[src/rtl/awaddr_axi_issuer.sv]
// AXI write-address issuer: pops burst start addresses from a FIFO with a
// non-registered read port and issues them as fixed-length AW bursts. The
// number of bursts awaiting a B response is capped at MAX_OUTSTANDING.
// MAX_OUTSTANDING must lie in 1..15 so that it fits the 4-bit counter.
module awaddr_axi_issuer #(
  parameter int         ADDR_WIDTH      = 32,
  parameter logic [7:0] AW_LEN          = 8'd15,
  parameter int         MAX_OUTSTANDING = 4
) (
  input  logic                  clk,
  input  logic                  rst,
  input  logic [ADDR_WIDTH-1:0] fifo_rd_data,
  input  logic                  fifo_rd_empty,
  output logic                  fifo_rd_en,
  output logic [ADDR_WIDTH-1:0] m_awaddr,
  output logic [7:0]            m_awlen,
  output logic                  m_awvalid,
  input  logic                  m_awready,
  input  logic                  m_bvalid,
  input  logic [1:0]            m_bresp,
  output logic                  m_bready,
  output logic [3:0]            outstanding,
  output logic [15:0]           aw_issued_cnt,
  output logic                  resp_err
);

  typedef enum logic [1:0] {
    ST_IDLE,   // wait for an entry and for room in the outstanding window
    ST_POP,    // one-cycle pop strobe to the FIFO
    ST_LOAD,   // FIFO data is valid now; capture it into the address register
    ST_ISSUE   // present the address until the slave accepts it
  } state_e;

  localparam logic [3:0] MAX_OUT = 4'(MAX_OUTSTANDING);

  state_e                  state_q, state_d;
  logic [ADDR_WIDTH-1:0]   awaddr_q, awaddr_d;
  logic [3:0]              out_q, out_d;
  logic [15:0]             cnt_q, cnt_d;
  logic                    err_q, err_d;

  logic                    aw_hs;
  logic                    b_hs;
  logic                    has_room;

  // Handshake qualifiers shared by the FSM and the bookkeeping logic.
  always_comb begin
    m_bready = (out_q != 4'd0);
    aw_hs    = (state_q == ST_ISSUE) && m_awready;
    b_hs     = m_bvalid && m_bready;
    has_room = (out_q < MAX_OUT);
  end

  // State register.
  always_ff @(posedge clk) begin
    // NOTE: sequential state uses non-blocking (<=) so every flop samples the
    // pre-edge value of every other flop, independent of statement order.
    if (rst) begin
      state_q <= ST_IDLE;
    end else begin
      state_q <= state_d;
    end
  end

  // Next-state logic and the state-decoded handshake outputs.
  always_comb begin
    // NOTE: every output of this block gets a default first, so no path
    // through the case statement can leave a value unassigned (no latches).
    state_d    = state_q;
    fifo_rd_en = 1'b0;
    m_awvalid  = 1'b0;
    unique case (state_q)
      ST_IDLE: begin
        // The empty flag is only looked at here; it is a don't-care elsewhere.
        if (!fifo_rd_empty && has_room) begin
          state_d = ST_POP;
        end
      end
      ST_POP: begin
        // Gated by rst so a reset landing on the POP cycle cannot lose an entry.
        fifo_rd_en = !rst;
        state_d    = ST_LOAD;
      end
      ST_LOAD: begin
        state_d = ST_ISSUE;
      end
      ST_ISSUE: begin
        m_awvalid = 1'b1;
        if (m_awready) begin
          state_d = ST_IDLE;
        end
      end
      default: begin
        state_d = ST_IDLE;
      end
    endcase
  end

  // Next values for the address register and the bookkeeping counters.
  always_comb begin
    awaddr_d = awaddr_q;
    if (state_q == ST_LOAD) begin
      awaddr_d = fifo_rd_data;
    end

    out_d = out_q;
    unique case ({aw_hs, b_hs})
      2'b10:   out_d = out_q + 4'd1;
      2'b01:   out_d = out_q - 4'd1;
      default: out_d = out_q;
    endcase

    cnt_d = aw_hs ? cnt_q + 16'd1 : cnt_q;

    // A response with nothing outstanding is never accepted (bready is low),
    // so it cannot underflow the counter; it only raises the error flag.
    err_d = err_q
          | (b_hs && (m_bresp != 2'b00))
          | (m_bvalid && (out_q == 4'd0));
  end

  // Address register and counters; reset discards any held address.
  always_ff @(posedge clk) begin
    if (rst) begin
      awaddr_q <= '0;
      out_q    <= 4'd0;
      cnt_q    <= 16'd0;
      err_q    <= 1'b0;
    end else begin
      awaddr_q <= awaddr_d;
      out_q    <= out_d;
      cnt_q    <= cnt_d;
      err_q    <= err_d;
    end
  end

  assign m_awaddr      = awaddr_q;
  assign m_awlen       = AW_LEN;
  assign outstanding   = out_q;
  assign aw_issued_cnt = cnt_q;
  assign resp_err      = err_q;

endmodule

[config.mk]
export PLATFORM = sky130hd
export DESIGN_NAME = awaddr_axi_issuer
export DESIGN_NICKNAME = d
export VERILOG_FILES = /design/src/rtl/awaddr_axi_issuer.sv
export SDC_FILE = /design/constraint.sdc
export NUM_CORES = 1
export LEC_CHECK = 0
export CAP_MARGIN = 20
export CORE_ASPECT_RATIO = 0.7
export CORE_UTILIZATION = 45
export DETAILED_ROUTE_END_ITERATION = 6
export PLACE_DENSITY = 0.85
export SLEW_MARGIN = 10
export SYNTH_ARGS = -nofsm -noshare
export SYNTH_HDL_FRONTEND = slang
export SYNTH_SLANG_ARGS = --single-unit
[constraint.sdc]
create_clock -name clk -period 3.1 [get_ports clk]
set_input_delay 0.62 -clock clk [delete_from_list [all_inputs] [get_ports clk]]
set_output_delay 0.62 -clock clk [all_outputs]
set_load 0.05 [all_outputs]
==> results by group <==
Outcome
  • Outcome: completed

Global routing
  • Global Route Usage Sum: 0.1961
  • Met2 usage in global routing: 0.3302
  • GRT overflow: 0
  • Met1 usage: 0.2553
  • Layer with the highest usage: met2
  • First-pass GRT wire length: 8.652 mm
  • Vias in the first global route: 1,932
  • Initial antenna violation count: 0
  • Largest net degree at the start of global routing: 58
  • Met3 usage: 0.04756

Synth
  • Post-Synth XOR/XNOR Area: 0.04757
  • Yosys top cell area share: 0.4600
  • Syn Area/Cell: 9.613 sq um
  • Synth cell count leaders: 55 x dfxtp_1, 51 x nor2_1, 34 x mux2i_1, 9 x ha_1
  • Async SR Flop Fraction: 0
  • Largest family of logic cells by synthesized area: simple AND/OR/NAND/NOR gates
  • Most numerous cell in the Yosys netlist: dfxtp_1
  • Post-Syn Instances: 249
  • Compound-gate portion of the synthesized area: 0.04548
  • Post-synth top area cell: dfxtp_1
  • Synth Area in Simple Gates: 0.1871
  • Register bit total from synthesis: 55
  • Register area share after synthesis: 0.4600
  • Distinct cells, synth: 37
  • Synth warnings: 0
  • Synthesized area: 0.002394 sq mm
  • Top cells by area, synth: dfxtp_1 46%, mux2i_1 14%, nor2_1 8.0%, ha_1 4.7%, xor2_1 2.9%
  • Ys flop type: dfxtp_1
  • Post-synthesis mux area share: 0.1516
  • Number of synthesized flops with an enable pin: 0
  • Adder-Cell Fraction of Synth Area: 0.04705

Place
  • Final HPWL DP: 4.082 mm
  • Input/output buffers: 94
  • Global placement routability congestion: 0.8150
  • Placed insts: 403
  • Dpl ws: 0.3209 ns

Layout
  • Fin cells: 411
  • # diodes: 0
  • Layout cell share with drive strength beyond 1: 0.06140
  • Layout area overhead: 43.96%
  • Final core occ: 0.6976
  • Layout Nets: 389

Clock network
  • # hold bufs at CTS: 0
  • Post-CTS setup repair buffer count: 0
  • CTS Sinks: 55
  • Clk buf depth: 2
  • Worst-path clk slew: 0.10 ns
  • TritonCTS clock tree: yes
  • Num CTS Buffers: 5
  • CTS root buf: clkbuf_8
  • Clock Latency Late Sink: 0.30 ns
  • Resized cells post-CTS: 0
  • CTS H-Tree Depth: 2

STA
  • Actual slew at the worst max-slew pin: 0.5632 ns
  • Minimum clock period: 2.521 ns
  • Worst slew margin: 0.6245
  • Final hold viol count: 0
  • Setup Skew: 0.007574 ns
  • Setup TNS: 0 ns
  • Fmax: 0.3966 GHz
  • RSZ-0062 raised after global routing: no
  • Crit share post-route: 0.8133
  • Setup ws final: 0.5788 ns
  • # setup viols final: 0
  • Final Max Tran Viols: 0

Critical path
  • Setup crit end kind: output pin
  • Worst Path Max Fanout: 8
  • Reg2reg setup slack: 0.80 ns
  • Reg2reg path depth: 9
  • Worst setup SP type: flop
  • Worst reg2reg path endpoint: outstanding[2]$_SDFFE_PP0P_
  • Worst r2r src: outstanding[1]$_SDFFE_PP0P_
  • CP Class: flop to output pin
  • Critical Path RT: 2.48 ns
  • Critical path arrival: 1.90 ns

Die
  • Starting Density: 0.4845
  • CORE AREA: 0.004940 sq mm
  • Die Footprint: 0.005619 sq mm
  • Die extent in x: 89.17 um
  • # IOs: 103
  • Die H: 63.02 um
  • Std-Cell Rows: 21

Run
  • Max Cap Violations: 0

Routing
  • DR vias/cell: 4.910
  • Drc violations: 0
  • Drt wl/cell: 13.06 um
  • Total wire length: 5.368 mm
  • Total number of vias: 2,018
  • Drt first pass iters: 4
  • Drt first-iter violations: 83
  • ANT nets after route: 0

Power
  • VDD IR-drop max: 0.0004190 V
  • Final Power: 2.158 mW
  • Leakage Power: 1.273 nW
  • PwrDens: 626.2 mW/mm^2

Worst hold path
  • Worst Hold Class: flop to flop
  • Hold Crit Depth: 2
  • Hold_sp: resp_err$_SDFF_PP0_
  • Worst Hold End: resp_err$_SDFF_PP0_
power by group:
part,switching (mW),internal [mW]
registers,0.0533,0.793
logic,0.554,0.350
clock network,0.225,0.183
total,0.832,1.33
final cells by class:
type / count / area [sq um]
clock inverters: 2 / 16.27
repair buffers: 97 / 958.4
multi-input cells: 176 / 1179
clock buffers: 6 / 82.58
inverters: 6 / 22.52
well taps: 69 / 86.33
fillers: 417 / 1494
flip-flops and latches: 55 / 1101
routing by layer:
metal,part of all wire,up-vias
li1,-,1008
met1,0.45,938
met2,0.48,70
met3,0.073,2
met4,0.0015,0
met5,0,-
through the flow:
step | hold slack [ns] | cell area, sq um
after CTS | 0.4956 | 3446
after global placement | 0.4641 | 3347
final | 0.4943 | 3446
after global routing | 0.5105 | 3446
after detailed placement | 0.4734 | 3347
after floorplan | 0.5175 | 2416
critical path: stages (launching register included):
cell	delay, ns
dfxtp_1	0.39
nor4_1	0.43
inv_1	0.08
clkdlybuf4s50_1	0.71
worst max-delay path by stage:
stage	end	startpoint	cells past startpoint	slack, ns
5_1_grt	m_bready	outstanding[1]$_SDFFE_PP0P_	3	0.37
3_5_place_dp	outstanding[2]$_SDFFE_PP0P_	m_awready	9	0.32
6_report	m_bready	outstanding[1]$_SDFFE_PP0P_	3	0.58
4_1_cts	m_bready	outstanding[1]$_SDFFE_PP0P_	3	0.56
2_1_floorplan	outstanding[2]$_SDFFE_PP0P_	state_q[1]$_SDFFE_PP0P_	9	0.60
3_3_place_gp	outstanding[2]$_SDFFE_PP0P_	m_awready	9	0.40
sequential cells by signal (all words and copies together), names as in the netlist:
name	flops
state_q	2
aw_issued_cnt	16
m_awaddr	32
resp_err	1
outstanding	4
kinds of logic after synthesis:
| kind of cell | Yosys count |
|---|---|
| AOI/OAI and AO/OA | 19 |
| xor gates and xnor gates | 13 |
| adders and majority gates | 9 |
| buffers and inverters | 24 |
| DFF | 55 |
| muxes | 36 |
| other | 2 |
| and+or+nand+nor | 91 |
cells in the final DEF (no fill, tap or decap), drive strengths merged, types with 7 or more instances in the layout:
master,synthesis,layout
conb,2,8
a21oi,8,8
dfxtp,55,55
mux2i,34,34
xor2,8,8
ha,9,9
nand2,7,7
nor2,51,51
clkdlybuf4s50,0,93
Note: power is estimated with default switching activity, not from simulation.
